File: src/rtl/seven_segment_mux_counter.sv
`default_nettype none
// ============================================================================
// Module  : seven_segment_mux_counter
// Brief   : Prescaled hex/BCD up/down counter with parallel load, wrap pulse
//           and a time-multiplexed, leading-zero-blanked 7-segment driver.
// Revision: 1.0 - initial release
// ============================================================================
module seven_segment_mux_counter #(
  parameter int DIGITS         = 4,
  parameter int TICK_DIV       = 1000,
  parameter int SCAN_DIV       = 250,
  parameter bit ACTIVE_LOW_SEG = 1'b0
) (
  input  logic                  clk,
  input  logic                  rst_n,
  input  logic                  i_en,
  input  logic                  i_up,
  input  logic                  i_dec_mode,
  input  logic                  i_blank_lz,
  input  logic                  i_load,
  input  logic [4*DIGITS-1:0]   i_load_val,
  output logic [4*DIGITS-1:0]   o_value,
  output logic                  o_wrap,
  output logic [DIGITS-1:0]     o_dig_sel,
  output logic [6:0]            o_seg
);

  localparam int c_VW = 4 * DIGITS;
  localparam int c_PW = (TICK_DIV > 1) ? $clog2(TICK_DIV) : 1;
  localparam int c_SW = (SCAN_DIV > 1) ? $clog2(SCAN_DIV) : 1;
  localparam int c_IW = (DIGITS > 1) ? $clog2(DIGITS) : 1;

  localparam logic [c_PW-1:0]   c_PRESC_MAX = c_PW'(TICK_DIV - 1);
  localparam logic [c_SW-1:0]   c_SCAN_MAX  = c_SW'(SCAN_DIV - 1);
  localparam logic [c_IW-1:0]   c_IDX_MAX   = c_IW'(DIGITS - 1);
  localparam logic [6:0]        c_SEG_INV   = {7{ACTIVE_LOW_SEG}};
  localparam logic [6:0]        c_GLYPH_0   = 7'h3F;
  localparam logic [DIGITS-1:0] c_SEL_RST   = DIGITS'(1);

  // Segment order {g,f,e,d,c,b,a}, lit = 1
  function automatic logic [6:0] f_glyph(input logic [3:0] i_nib);
    logic [6:0] w_g;
    case (i_nib)
      4'h0:    w_g = 7'h3F;
      4'h1:    w_g = 7'h06;
      4'h2:    w_g = 7'h5B;
      4'h3:    w_g = 7'h4F;
      4'h4:    w_g = 7'h66;
      4'h5:    w_g = 7'h6D;
      4'h6:    w_g = 7'h7D;
      4'h7:    w_g = 7'h07;
      4'h8:    w_g = 7'h7F;
      4'h9:    w_g = 7'h6F;
      4'hA:    w_g = 7'h77;
      4'hB:    w_g = 7'h7C;
      4'hC:    w_g = 7'h39;
      4'hD:    w_g = 7'h5E;
      4'hE:    w_g = 7'h79;
      default: w_g = 7'h71;
    endcase
    return w_g;
  endfunction

  logic [c_VW-1:0]   r_value;
  logic [c_PW-1:0]   r_presc;
  logic              r_wrap;
  logic [c_SW-1:0]   r_scan_cnt;
  logic [c_IW-1:0]   r_scan_idx;
  logic [DIGITS-1:0] r_dig_sel;
  logic [6:0]        r_seg;

  logic              w_tick;
  logic [c_VW-1:0]   w_hex_inc;
  logic [c_VW-1:0]   w_hex_dec;
  logic              w_hex_carry;
  logic [c_VW-1:0]   w_bcd_next;
  logic              w_bcd_carry;
  logic [c_VW-1:0]   w_load_sat;
  logic              w_scan_term;
  logic [c_IW-1:0]   w_idx_next;
  logic [DIGITS-1:0] w_onehot;
  logic [3:0]        w_sel_nib;
  logic              w_sel_blank;
  logic [6:0]        w_seg_next;

  assign w_tick      = i_en && (r_presc == c_PRESC_MAX);
  assign w_hex_inc   = r_value + c_VW'(1);
  assign w_hex_dec   = r_value - c_VW'(1);
  assign w_hex_carry = i_up ? (&r_value) : ~(|r_value);

  // BCD ripple; a non-decimal nibble participates as 9 only when the carry reaches it
  always_comb begin
    logic       w_c;
    logic [3:0] w_raw;
    logic [3:0] w_sat;
    w_bcd_next = r_value;
    w_c        = 1'b1;
    w_raw      = 4'd0;
    w_sat      = 4'd0;
    for (int k = 0; k < DIGITS; k++) begin
      w_raw = r_value[4*k +: 4];
      w_sat = (w_raw > 4'd9) ? 4'd9 : w_raw;
      if (w_c) begin
        if (i_up) begin
          w_bcd_next[4*k +: 4] = (w_sat == 4'd9) ? 4'd0 : w_sat + 4'd1;
          w_c                  = (w_sat == 4'd9);
        end else begin
          w_bcd_next[4*k +: 4] = (w_sat == 4'd0) ? 4'd9 : w_sat - 4'd1;
          w_c                  = (w_sat == 4'd0);
        end
      end
    end
    w_bcd_carry = w_c;
  end

  always_comb begin
    w_load_sat = i_load_val;
    for (int k = 0; k < DIGITS; k++) begin
      if (i_load_val[4*k +: 4] > 4'd9) begin
        w_load_sat[4*k +: 4] = 4'd9;
      end
    end
  end

  always_ff @(posedge clk or negedge rst_n) begin
    if (!rst_n) begin
      r_value <= '0;
      r_presc <= '0;
      r_wrap  <= 1'b0;
    end else if (i_load) begin
      r_value <= i_dec_mode ? w_load_sat : i_load_val;
      r_presc <= '0;
      r_wrap  <= 1'b0;
    end else if (w_tick) begin
      r_value <= i_dec_mode ? w_bcd_next : (i_up ? w_hex_inc : w_hex_dec);
      r_presc <= '0;
      r_wrap  <= i_dec_mode ? w_bcd_carry : w_hex_carry;
    end else begin
      r_wrap <= 1'b0;
      if (i_en) begin
        r_presc <= r_presc + c_PW'(1);
      end
    end
  end

  assign w_scan_term = (r_scan_cnt == c_SCAN_MAX);
  assign w_idx_next  = !w_scan_term ? r_scan_idx :
                       (r_scan_idx == c_IDX_MAX) ? '0 : r_scan_idx + c_IW'(1);

  // Select and blanking look ahead to the digit about to be shown so seg tracks dig_sel
  always_comb begin
    w_onehot    = '0;
    w_sel_nib   = 4'd0;
    w_sel_blank = 1'b0;
    for (int k = 0; k < DIGITS; k++) begin
      if (int'(w_idx_next) == k) begin
        w_onehot[k] = 1'b1;
        w_sel_nib   = r_value[4*k +: 4];
        w_sel_blank = i_blank_lz && (k > 0) && ((r_value >> (4*k)) == '0);
      end
    end
  end

  assign w_seg_next = (w_sel_blank ? 7'h00 : f_glyph(w_sel_nib)) ^ c_SEG_INV;

  always_ff @(posedge clk or negedge rst_n) begin
    if (!rst_n) begin
      r_scan_cnt <= '0;
      r_scan_idx <= '0;
      r_dig_sel  <= c_SEL_RST;
      r_seg      <= c_GLYPH_0 ^ c_SEG_INV;
    end else begin
      r_scan_cnt <= w_scan_term ? '0 : r_scan_cnt + c_SW'(1);
      r_scan_idx <= w_idx_next;
      r_dig_sel  <= w_onehot;
      r_seg      <= w_seg_next;
    end
  end

  assign o_value   = r_value;
  assign o_wrap    = r_wrap;
  assign o_dig_sel = r_dig_sel;
  assign o_seg     = r_seg;

endmodule
`default_nettype wire

File: config.mk
export PLATFORM = sky130hd
export DESIGN_NAME = seven_segment_mux_counter
export DESIGN_NICKNAME = d
export VERILOG_FILES = /design/src/rtl/seven_segment_mux_counter.sv
export SDC_FILE = /design/constraint.sdc
export NUM_CORES = 1
export LEC_CHECK = 0
export ABC_AREA = 1
export BUFFER_PORTS_ARGS = -buffer_cell sky130_fd_sc_hd__buf_2
export CORE_MARGIN = 3
export CORE_UTILIZATION = 25
export CTS_BUF_LIST = sky130_fd_sc_hd__clkbuf_8
export DETAILED_ROUTE_END_ITERATION = 16
export PLACE_DENSITY = 0.48
export SYNTH_ARGS = -nofsm -noshare
export SYNTH_HDL_FRONTEND = slang
export SYNTH_SLANG_ARGS = --single-unit
File: constraint.sdc
create_clock -name clk -period 6.6 [get_ports clk]
set_input_delay 1.65 -clock clk [delete_from_list [all_inputs] [get_ports clk]]
set_output_delay 1.65 -clock clk [all_outputs]
set_load 0.02 [all_outputs]
==> Word-level counts from Yosys, hierarchy flattened <==
Memories as Yosys holds them, arrays and structs flattened.
Index checks and enable logic that the tools add are counted.
{ "totals": {"regBits": 48, "latchBits": 0, "mem_bits_rw": 0, "mem_bits_ro": 112, "inputBits": 23, "out_inout_bits": 28, "word_cells": 122, "memories": 1} }
{ "classes": {"n_addsub": 13, "multipliers": 0, "div_mod_pow": 0, "order_cmp": 8, "eq_ne": 13, "shifts": 0, "mux": 57, "bitwise": 1, "reduce_logical": 19} }
{ "memory_table": {"columns": ["name", "depth", "word_bits", "rd", "rd_clocked_by_memory_dff", "write_ports", "line", "text"], "rows": [
  ["(no name shown)", 16, 7, 1, 0, 0, "43", "case (i_nib)"]
]} }
{ "ops": {"columns": ["cell", "n"], "rows": [
  ["4-bit two-way mux", 27],
  ["16-bit two-way mux", 5],
  ["16-bit logical NOT", 3],
  ["4-bit greater-than comparator (second input constant)", 8],
  ["10-bit two-way mux", 3],
  ["1-bit two-way mux", 18],
  ["16-bit by 1-bit adder with 16-bit output (second input constant)", 1],
  ["4-bit by 1-bit adder with 4-bit output (second input constant)", 4],
  ["4-bit equality test (second input constant)", 4],
  ["4-bit logical NOT", 4],
  ["16-bit AND reduction", 1],
  ["16-bit OR reduction", 1],
  ["16-bit by 1-bit subtractor with 16-bit output (second input constant)", 1],
  ["4-bit by 1-bit subtractor with 4-bit output (second input constant)", 4],
  ["10-bit by 1-bit adder with 10-bit output (second input constant)", 1],
  ["10-bit equality test (second input constant)", 1],
  ["3-bit by 1-bit inequality test with 1-bit output (second input constant)", 3],
  ["8-bit by 1-bit adder with 8-bit output (second input constant)", 1],
  ["8-bit equality test (second input constant)", 1],
  ["8-bit two-way mux", 1],
  ["7-bit two-way mux", 1],
  ["2-bit equality test (second input constant)", 3],
  ["2-bit AND reduction", 3],
  ["1-bit logical AND", 4],
  ["other kinds (7)", 8]
]} }

==> Longest topological paths before layout <==
Gate-level depths: netlist of run 1.
{ "logic_depth": {"depth_word": 10, "ltp_mapped": 18, "ltp_nobuf": 18} }

==> Least setup slack after synthesis of run 1 <==
No wires, ideal clock.
{ "synth_timing": {"kind": "input -> register", "startpoint": "input port i_up", "endpoint": "register r_value[10] (netlist: o_value[10])", "setup_time_ns": 0.123, "t_arrival_ns": 3.814, "required_ns": 6.477, "slack_ns": 2.663, "stages": 14, "path_buffers": 2, "path_cell_list": "buf_2 -> inv_1 -> clkbuf_1 -> ha_1 -> a21oi_1 -> nand2_1 -> nand2_1 -> nand2_1 -> and2_1 -> nor2_1 -> or2_2 -> nand3_1 -> nand2_1 -> a21oi_1"} }
{ "synth_via": {"elab_chain_len": 5, "elab_cells_between_ends": 11, "cone_classes": "1 x eq/ne; 9 x mux; 1 x reduce/logical"} }
{ "synth_rtl": {"columns": ["item", "line", "text"], "rows": [
  ["start: declaration", "17", "input logic i_up,"],
  ["4-bit two-way mux", "104", "if (i_up) begin"],
  ["4-bit two-way mux", "103", "if (w_c) begin"],
  ["16-bit two-way mux", "135", "r_value <= i_dec_mode ? w_bcd_next : (i_up ? w_hex_inc : w_hex_dec);"],
  ["16-bit two-way mux", "134", "end else if (w_tick) begin"],
  ["16-bit two-way mux", "130", "end else if (i_load) begin"],
  ["end signal: assignment", "131", "r_value <= i_dec_mode ? w_load_sat : i_load_val;"],
  ["end signal: assignment", "135", null],
  ["end: declaration", "64", "logic [c_VW-1:0] r_value;"]
]} }
Parallel ways exist; a longest one is shown, timed or not. The select of a mux whose other input is x is not followed.
A chain may end at the register's enable or synchronous reset.

==> Worst setup path after layout of run 1 <==
Same ends and word-level chain as after synthesis.

==> results_dict.tcl, run 1 <==
set metrics [dict create \
    hpwl_um 9860 \
    tightestPinTransition_ns 0.961 \
    syn_area_per_cell_um2 6.79 \
    drv_cap 0 \
    wl_um 13100 \
    p_leak_nw 2.35 \
    crit_family "simple AND/OR/NAND/NOR gates" \
    detail-route-antenna-nets 0 \
    whs_ns 0.504 \
    rsz0062_at_grt "no" \
    slew_viol_final 0 \
    synthAdderAreaFrac 0.0762 \
    clk_pin_slew_ns 0.11 \
    hold_viol 0 \
    layout_min_cycle_time_ns 3.96 \
    nFillCells 1794 \
    drt_iter0_drc 216 \
    synth_cell_type_count 49 \
    drive_gt1_frac 0.152 \
    required_ns 6.86 \
    yosysTopAreaCellShare 0.244 \
    setup_viol 0 \
    irDropWorstVdd_mv 0.104 \
    vias_per_cell 4.91 \
    layout.nets 711 \
    crit_type "input pin to flop" \
    antenna_cells 0 \
    synthToLayoutAreaGrowth_pct 14.0 \
    clkSinkCount 48 \
    slew-limit-headroom 0.359 \
    place.gp.congestion 0.841 \
    synth_top_family_by_area "simple AND/OR/NAND/NOR gates" \
    hold_class "flop to flop" \
    grt_max_degree 49 \
    grt_pass1_wl_um 20800 \
    skew_ns 0.0156 \
    grt.overflow.total 0 \
    ys.warnings.count 0 \
    grt_pass1_vias 4088 \
    synthArstFlopShare 1.00 \
    synth_area_um2 4200 \
    synthTopCellsByArea "dfrtp_1, nand2_1, ha_1" \
    rows 46 \
    port_buffers 50 \
    clock.fmax_mhz 253 \
    synth_top_cell_by_area "dfrtp_1" \
    synth_edf_count 0 \
    synthSimpleGateAreaFrac 0.372 \
    fp.dieW_um 136 \
    cp_slowest_cell "ha_1" \
    h-tree-depth 2 \
    die_area_um2 18400 \
    synth-compound-area-share 0.169 \
    numCtsBuffers 5 \
    path_cells "buf_2 -> inv_1 -> ha_1 -> nand3_1 -> nand2_1 -> nand2_1 -> nand2_1 -> and2_1 -> nor2_1 -> or2_2 -> nand3_1 -> nand2_1 -> a21oi_1" \
    cts_resized 0 \
    die_h_um 136 \
    antenna_found_initial 0 \
    cp-end-kind "flop" \
    cts_tree "done" \
    clk_path_buf_depth 2 \
    insertion_delay_ns 0.34 \
    syn_inst 619 \
    crit_buf_inv 2 \
    via_count 4322 \
    grt_use_total 0.142 \
    critPathLaunchType "input pin" \
    synthXorXnorAreaFrac 0.0167 \
    synthTopCellsByCount "nand2_1, nor2_1, inv_1" \
    ys.flop_type "dfrtp_1" \
    fin_tns_setup_ns 0 \
    cp_common_cell "nand2_1" \
    io_pins 51 \
    ys_ff_latch 48 \
    slowest_delay_ns 0.59 \
    synthMuxAreaShare 0.00238 \
    yosysSeqAreaShare 0.288 \
    post_cts_buffers 0 \
    firstDrtPassIters 5 \
    start_util 0.260 \
    period_share 0.599 \
    synth_nets 667 \
    drc_errors 0 \
    cp.arrival_ns 4.21 \
    synth.most_common_cell "nand2_1" \
    coreArea_um2 16200 \
    power_density_nw_per_um2 217 \
    cts-root-buf "clkbuf_8" \
    cp_max_fo 27 \
    outcome "finished clean" \
    wl_per_cell_um 14.9 \
    cts_hold_buf 0 \
]
[where the power goes]
group	switching (mW)	internal, mW
Clock	0.128	0.115
Combinational	0.283	0.141
Sequential	0.0496	0.324
[metrics by stage]
stage	util	setup WS [ns]	std cells	total power, mW	instance area, µm²
4_1_cts	0.296	2.68	880	1.05	4790
3_5_place_dp	0.289	2.33	872	0.801	4670
2_1_floorplan	-	2.66	619	0.669	4200
5_1_grt	0.296	2.34	880	1.12	4790
6_report	0.296	2.64	880	1.04	4790
3_3_place_gp	0.289	2.38	872	0.801	4670
[layer usage]
layer	global-route usage	wire length, µm
met4	0.0364	195
met5	0	0
met3	0.0215	539
met2	0.235	6040
met1	0.192	6310
[logic make-up (layout without fill, tap and decap cells)]
family,after synthesis,after routing
AOI/OAI and AO/OA,124,124
xor gates and xnor gates,8,8
adders and majority gates,25,25
buffers and inverters,82,127
DFF,48,48
muxes,1,1
and+or+nand+nor,331,331
[layout make-up]
cell class	instances	area [µm²]	area share
Multi-Input combinational cell	489	2680	0.559
Clock inverter	3	46.3	0.00967
Sequential cell	48	1210	0.253
Clock buffer	5	68.8	0.0144
Inverter	68	260	0.0543
Tap cell	216	270	0.0564
Timing Repair Buffer	51	258	0.0538
[path summary, 6_finish.rpt]
kind	from	end	slack [ns]	cells past startpoint
hold / removal	r_scan_cnt[0]	r_scan_cnt[0]	0.50	1
hold reg to reg	r_scan_cnt[0]	r_scan_cnt[0]	0.50	1
min in group asynchronous	rst_n	r_scan_idx[1]	1.42	2
setup / recovery	i_up	o_value[10]	2.64	13
setup reg to reg	r_scan_cnt[1]	o_seg[3]	4.15	17
max in group asynchronous	rst_n	o_seg[6]	4.75	2
[flip-flops by register name, indices dropped and copies added, names as in the netlist]
register and cells:
o_value 16, r_presc 10, r_scan_cnt 8, o_seg 7, o_dig_sel 4, r_scan_idx 2, o_wrap 1
[placed cells by master, fill, tap and decap left out, types with 3 or more instances in the layout]
cell / instances
nand2_1: 141
nor2_1: 76
inv_1: 65
nand3_1: 54
a21oi_1: 51
buf_2: 50
dfrtp_1: 41
o21ai_0: 35
ha_1: 24
nor3_1: 16
nand2_2: 11
nand2_4: 9
nand4_1: 9
o211ai_1: 7
a31oi_1: 7
dfstp_2: 7
xor2_1: 6
clkbuf_8: 5
nor2_8: 3
o21ai_1: 3
a22oi_1: 3
o21bai_1: 3
(Power assumes the default switching activity.)
==> run 2, diff against run 1 <==
- clock period: 6.6 -> 3.7 ns (I/O delays scaled with it)
==> run 2 against run 1 <==
First-iteration DRC count increased by 52%. Total power grew 78%. Critical path depth decreased by 1. Worst hold slack improved by 0.013 ns. Critical endpoint is now o_value[11].
==> results_dict.tcl, run 2 (synthesized netlist as in run 1, its figures left out) <==
set metrics [dict create \
    startpoint "i_up" \
    outcome "finished clean" \
    drc_errors 0 \
    layout_common_cells "nand2_1, nor2_1, inv_1" \
    start_util 0.260 \
    setup_slack_ns 0.754 \
    insertion_delay_ns 0.34 \
    rows 46 \
    clkSinkCount 48 \
    die_area_um2 18400 \
    largest_reg_flops 16 \
    antenna_found_initial 0 \
    grt.overflow.total 0 \
    fp.dieW_um 136 \
    drt_iter0_drc 329 \
    antenna_cells 0 \
    setup_viol 0 \
    layout.nets 715 \
    clock_power_share 0.231 \
    tightestPinTransition_ns 1.06 \
    grt_pass1_wl_um 20600 \
    firstDrtPassIters 5 \
    clk_path_buf_depth 2 \
    cts_tree "done" \
    grt_use_total 0.140 \
    clk_pin_slew_ns 0.11 \
    slew-limit-headroom 0.297 \
    p_leak_nw 2.37 \
    pwr-share-seq 0.358 \
    drive_gt1_frac 0.157 \
    wl_per_cell_um 14.3 \
    hold_class "flop to flop" \
    die_h_um 136 \
    cts_hold_buf 0 \
    wl_um 12600 \
    post_cts_buffers 0 \
    clock.fmax_mhz 339 \
    port_buffers 50 \
    required_ns 3.91 \
    vias_per_cell 4.90 \
    grt_pass1_vias 4135 \
    slew_viol_final 0 \
    fin_tns_setup_ns 0 \
    io_pins 51 \
    cp_max_fo 18 \
    place.gp.congestion 0.886 \
    final_common_cell "nand2_1" \
    min_from "r_scan_cnt[0]" \
    hold_viol 0 \
    layout_min_cycle_time_ns 2.95 \
    skew_ns 0.0215 \
    grt_max_degree 44 \
    numCtsBuffers 5 \
    irDropWorstVdd_mv 0.182 \
    p_sw_frac 0.439 \
    cts-root-buf "clkbuf_8" \
    period_share 0.796 \
    cp-end-kind "flop" \
    cp.arrival_ns 3.16 \
    switchingPower_mw 0.812 \
    hpwl_um 9650 \
    timing.rr.start "r_scan_cnt[1]" \
    drv_cap 0 \
    detail-route-antenna-nets 0 \
    comb_power_share 0.412 \
    crit_type "input pin to flop" \
    coreArea_um2 16200 \
    rsz0062_at_grt "no" \
    critPathLaunchType "input pin" \
    synthToLayoutAreaGrowth_pct 14.7 \
    cts_resized 0 \
    post-place-ws_ns 0.461 \
    intPower_mw 1.04 \
    power_density_nw_per_um2 383 \
    h-tree-depth 2 \
    via_count 4334 \
]
## run 2: area by class of cell
class                   instances  area, µm²
inverters                      68        260
flip-flops and latches         48       1210
clock buffers                   5       68.8
multi-input cells             489       2680
well taps                     216        270
repair buffers                 55        288
clock inverters                 3       46.3
fillers                      1781      11400
## run 2: worst max-delay path: stages
cell and delay (ns):
buf_2 0.29, inv_1 0.28, buf_4 0.29, ha_1 0.37, nand2_1 0.10, o21ai_0 0.27
a21oi_1 0.09, or2_2 0.28, nand2_1 0.06, nand2_1 0.05, nand2_1 0.05, o21ai_0 0.07
## run 2: routing by layer
metal	GRT usage	up-vias	part of all wire
met3	0.0212	11	0.048
met2	0.231	141	0.46
li1	-	2182	-
met5	0	-	0
met1	0.192	2000	0.48
met4	0.0381	0	0.011
## run 2: power by group through the flow
stage | registers, mW | clock network [mW] | logic (mW)
after CTS | 0.662 | 0.443 | 0.758
after global placement | 0.672 | 0 | 0.749
final | 0.661 | 0.426 | 0.761
after global routing | 0.673 | 0.457 | 0.859
after detailed placement | 0.672 | 0 | 0.753
after floorplan | 0.692 | 0 | 0.502
## run 2: metrics by stage
| stage | instances | power [mW] | hold WS [ns] | cell area [µm²] | util |
|---|---|---|---|---|---|
| after floorplan | 619 | 1.19 | 0.460 | 4200 | - |
| after global placement | 876 | 1.42 | 0.483 | 4700 | 0.291 |
| after detailed placement | 876 | 1.43 | 0.512 | 4700 | 0.291 |
| after CTS | 884 | 1.86 | 0.527 | 4820 | 0.298 |
| after global routing | 884 | 1.99 | 0.554 | 4820 | 0.298 |
| final | 884 | 1.85 | 0.517 | 4820 | 0.298 |
## run 2: path summary, 6_finish.rpt
| path | endpoint | slack [ns] | depth (start not counted) |
|---|---|---|---|
| max | o_value[11] | 0.75 | 12 |
| min | r_scan_cnt[0] | 0.52 | 1 |
| max reg2reg | o_seg[3] | 1.21 | 17 |
| min reg2reg | r_scan_cnt[0] | 0.52 | 1 |
| max in group asynchronous | o_seg[1] | 2.14 | 2 |
| min in group asynchronous | r_scan_cnt[0] | 0.77 | 1 |
==> run 3, diff against run 2 <==
- clock period: 3.7 -> 2.95 ns (I/O delays scaled with it)
==> run 3 against run 2 <==
Sequential share of layout area is 0.15 points lower. Combinational power increased by 29%. Clock skew rose by 0.0010 ns. Final cell count up 0.34%. Critical path depth grew 5. Worst hold slack got worse by 0.11 ns. Wire length is 1.7% higher. Final area is 0.60% higher. First-iteration DRC count down 18%. Non-clock buffer count rose by 3. Critical path type is now flop to flop. Critical endpoint is now o_seg[3]. Largest power group unchanged. Highest routed layer unchanged.
==> results_dict.tcl, run 3 (synthesized netlist as in run 1, its figures left out) <==
set metrics [dict create \
    cts-root-buf "clkbuf_8" \
    drc_errors 0 \
    clock.fmax_mhz 408 \
    rsz0062_at_grt "no" \
    firstDrtPassIters 5 \
    place.gp.congestion 0.879 \
    critPathLaunchType "flop" \
    grt_max_degree 28 \
    clk_pin_slew_ns 0.12 \
    rr_worst_depth 17 \
    numCtsBuffers 5 \
    via_count 4314 \
    grt_pass1_vias 4273 \
    fin_util 0.300 \
    post_cts_buffers 0 \
    slew_viol_final 0 \
    cp_slowest_cell "dfrtp_1" \
    wl_per_cell_um 14.5 \
    die_h_um 136 \
    cts_hold_buf 0 \
    whs_ns 0.411 \
    power_mw 2.27 \
    port_buffers 50 \
    path_cells "inv_1 -> ha_1 -> nand2_1 -> nor2_4 -> nand2_4 -> nand2_4 -> nand2_4 -> a21oi_1 -> nor2_1 -> nor2_2 -> inv_1 -> ha_1 -> nand2_1 -> nand2_1 -> nand2_1 -> nand2_1 -> nor2_1" \
    coreArea_um2 16200 \
    die_area_um2 18400 \
    p_leak_nw 2.39 \
    fp.dieW_um 136 \
    start_util 0.260 \
    cts_tree "done" \
    clk_path_buf_depth 2 \
    grt_pass1_wl_um 20800 \
    grt_use_total 0.142 \
    seq_area_um2 1210 \
    drive_gt1_frac 0.161 \
    fin_area_um2 4850 \
    clkSinkCount 48 \
    synthToLayoutAreaGrowth_pct 15.4 \
    drv_cap 0 \
    crit_type "flop to flop" \
    largest_reg_flops 16 \
    slew-limit-headroom 0.574 \
    cp-end-kind "flop" \
    setup_viol 0 \
    vias_per_cell 4.86 \
    multi_input_area_um2 2680 \
    hpwl_um 9910 \
    rows 46 \
    layout.nets 718 \
    power_density_nw_per_um2 469 \
    required_ns 3.21 \
    layout_min_cycle_time_ns 2.45 \
    fin_tns_setup_ns 0 \
    antenna_found_initial 1 \
    hold_class "input pin to asynchronous set/reset pin" \
    final_common_cell "nand2_1" \
    h-tree-depth 2 \
    tightestPinTransition_ns 0.640 \
    cp_max_fo 8 \
    period_share 0.831 \
    skew_ns 0.0225 \
    crit_buf_inv 2 \
    cp_common_cell "nand2_1" \
    wl_um 12800 \
    detail-route-antenna-nets 0 \
    io_pins 51 \
    layout_common_cells "nand2_1, nor2_1, inv_1" \
    drt_iter0_drc 270 \
    cp.arrival_ns 2.71 \
    hold_viol 0 \
    grt.overflow.total 0 \
    cts_resized 0 \
    insertion_delay_ns 0.34 \
    outcome "finished clean" \
    irDropWorstVdd_mv 0.147 \
    nFillCells 1734 \
    cp_num_cells 17 \
    antenna_cells 0 \
    placed_area_um2 4750 \
    crit_family "simple AND/OR/NAND/NOR gates" \
    slowest_delay_ns 0.41 \
]
## run 3: changes by cell type in the layout (fill, tap and decap cells not counted), sizes merged
cell,before,now
buf,55,58
bufinv,1,0
clkbuf,5,6
clkinv,0,1
clkinvlp,1,0
## run 3: final timing paths
| check | start | to | slack (ns) |
|---|---|---|---|
| hold / removal | rst_n | r_scan_idx[0] | 0.41 |
| min in group clk | r_scan_cnt[0] | r_scan_cnt[0] | 0.51 |
| setup reg to reg | r_scan_cnt[1] | o_seg[3] | 0.50 |
| max in group asynchronous | rst_n | o_seg[5] | 1.90 |
| setup / recovery | r_scan_cnt[1] | o_seg[3] | 0.50 |
| hold reg to reg | r_scan_cnt[0] | r_scan_cnt[0] | 0.51 |
## run 3: layout make-up
cell class	count	area share
Tap cell	216	0.0557
Multi-Input combinational cell	489	0.552
Clock inverter	2	0.00284
Inverter	68	0.0537
Timing Repair Buffer	58	0.0692
Sequential cell	48	0.250
Clock buffer	6	0.0170
## run 3: per-stage QoR
| stage | worst slack, ns | cells |
|---|---|---|
| 2_1_floorplan | 0.209 | 619 |
| 3_3_place_gp | 0.344 | 879 |
| 3_5_place_dp | 0.299 | 879 |
| 4_1_cts | 0.479 | 887 |
| 5_1_grt | 0.228 | 887 |
| 6_report | 0.498 | 887 |
## run 3: where the power goes
group / internal [mW] / leakage (nW) / total, mW / switching [mW]
sequential: 0.725 / 0.593 / 0.824 / 0.0994
clock: 0.193 / 0.0516 / 0.471 / 0.278
combinational: 0.328 / 1.74 / 0.980 / 0.652
## run 3: per-layer routing
| metal | up-vias | wire length, µm | GRT usage |
|---|---|---|---|
| li1 | 2179 | - | - |
| met1 | 1973 | 5950 | 0.185 |
| met2 | 139 | 5920 | 0.229 |
| met3 | 23 | 676 | 0.0256 |
| met4 | 0 | 310 | 0.0633 |
| met5 | - | 0 | 0 |
## run 3: worst register-to-register path: cells and delay by family (launching register included)
kind	cells	cell delay (ns)
buf+inv	2	0.18
fa+ha+maj	2	0.45
flops	1	0.41
compound gates	1	0.16
simple gates	12	1.18
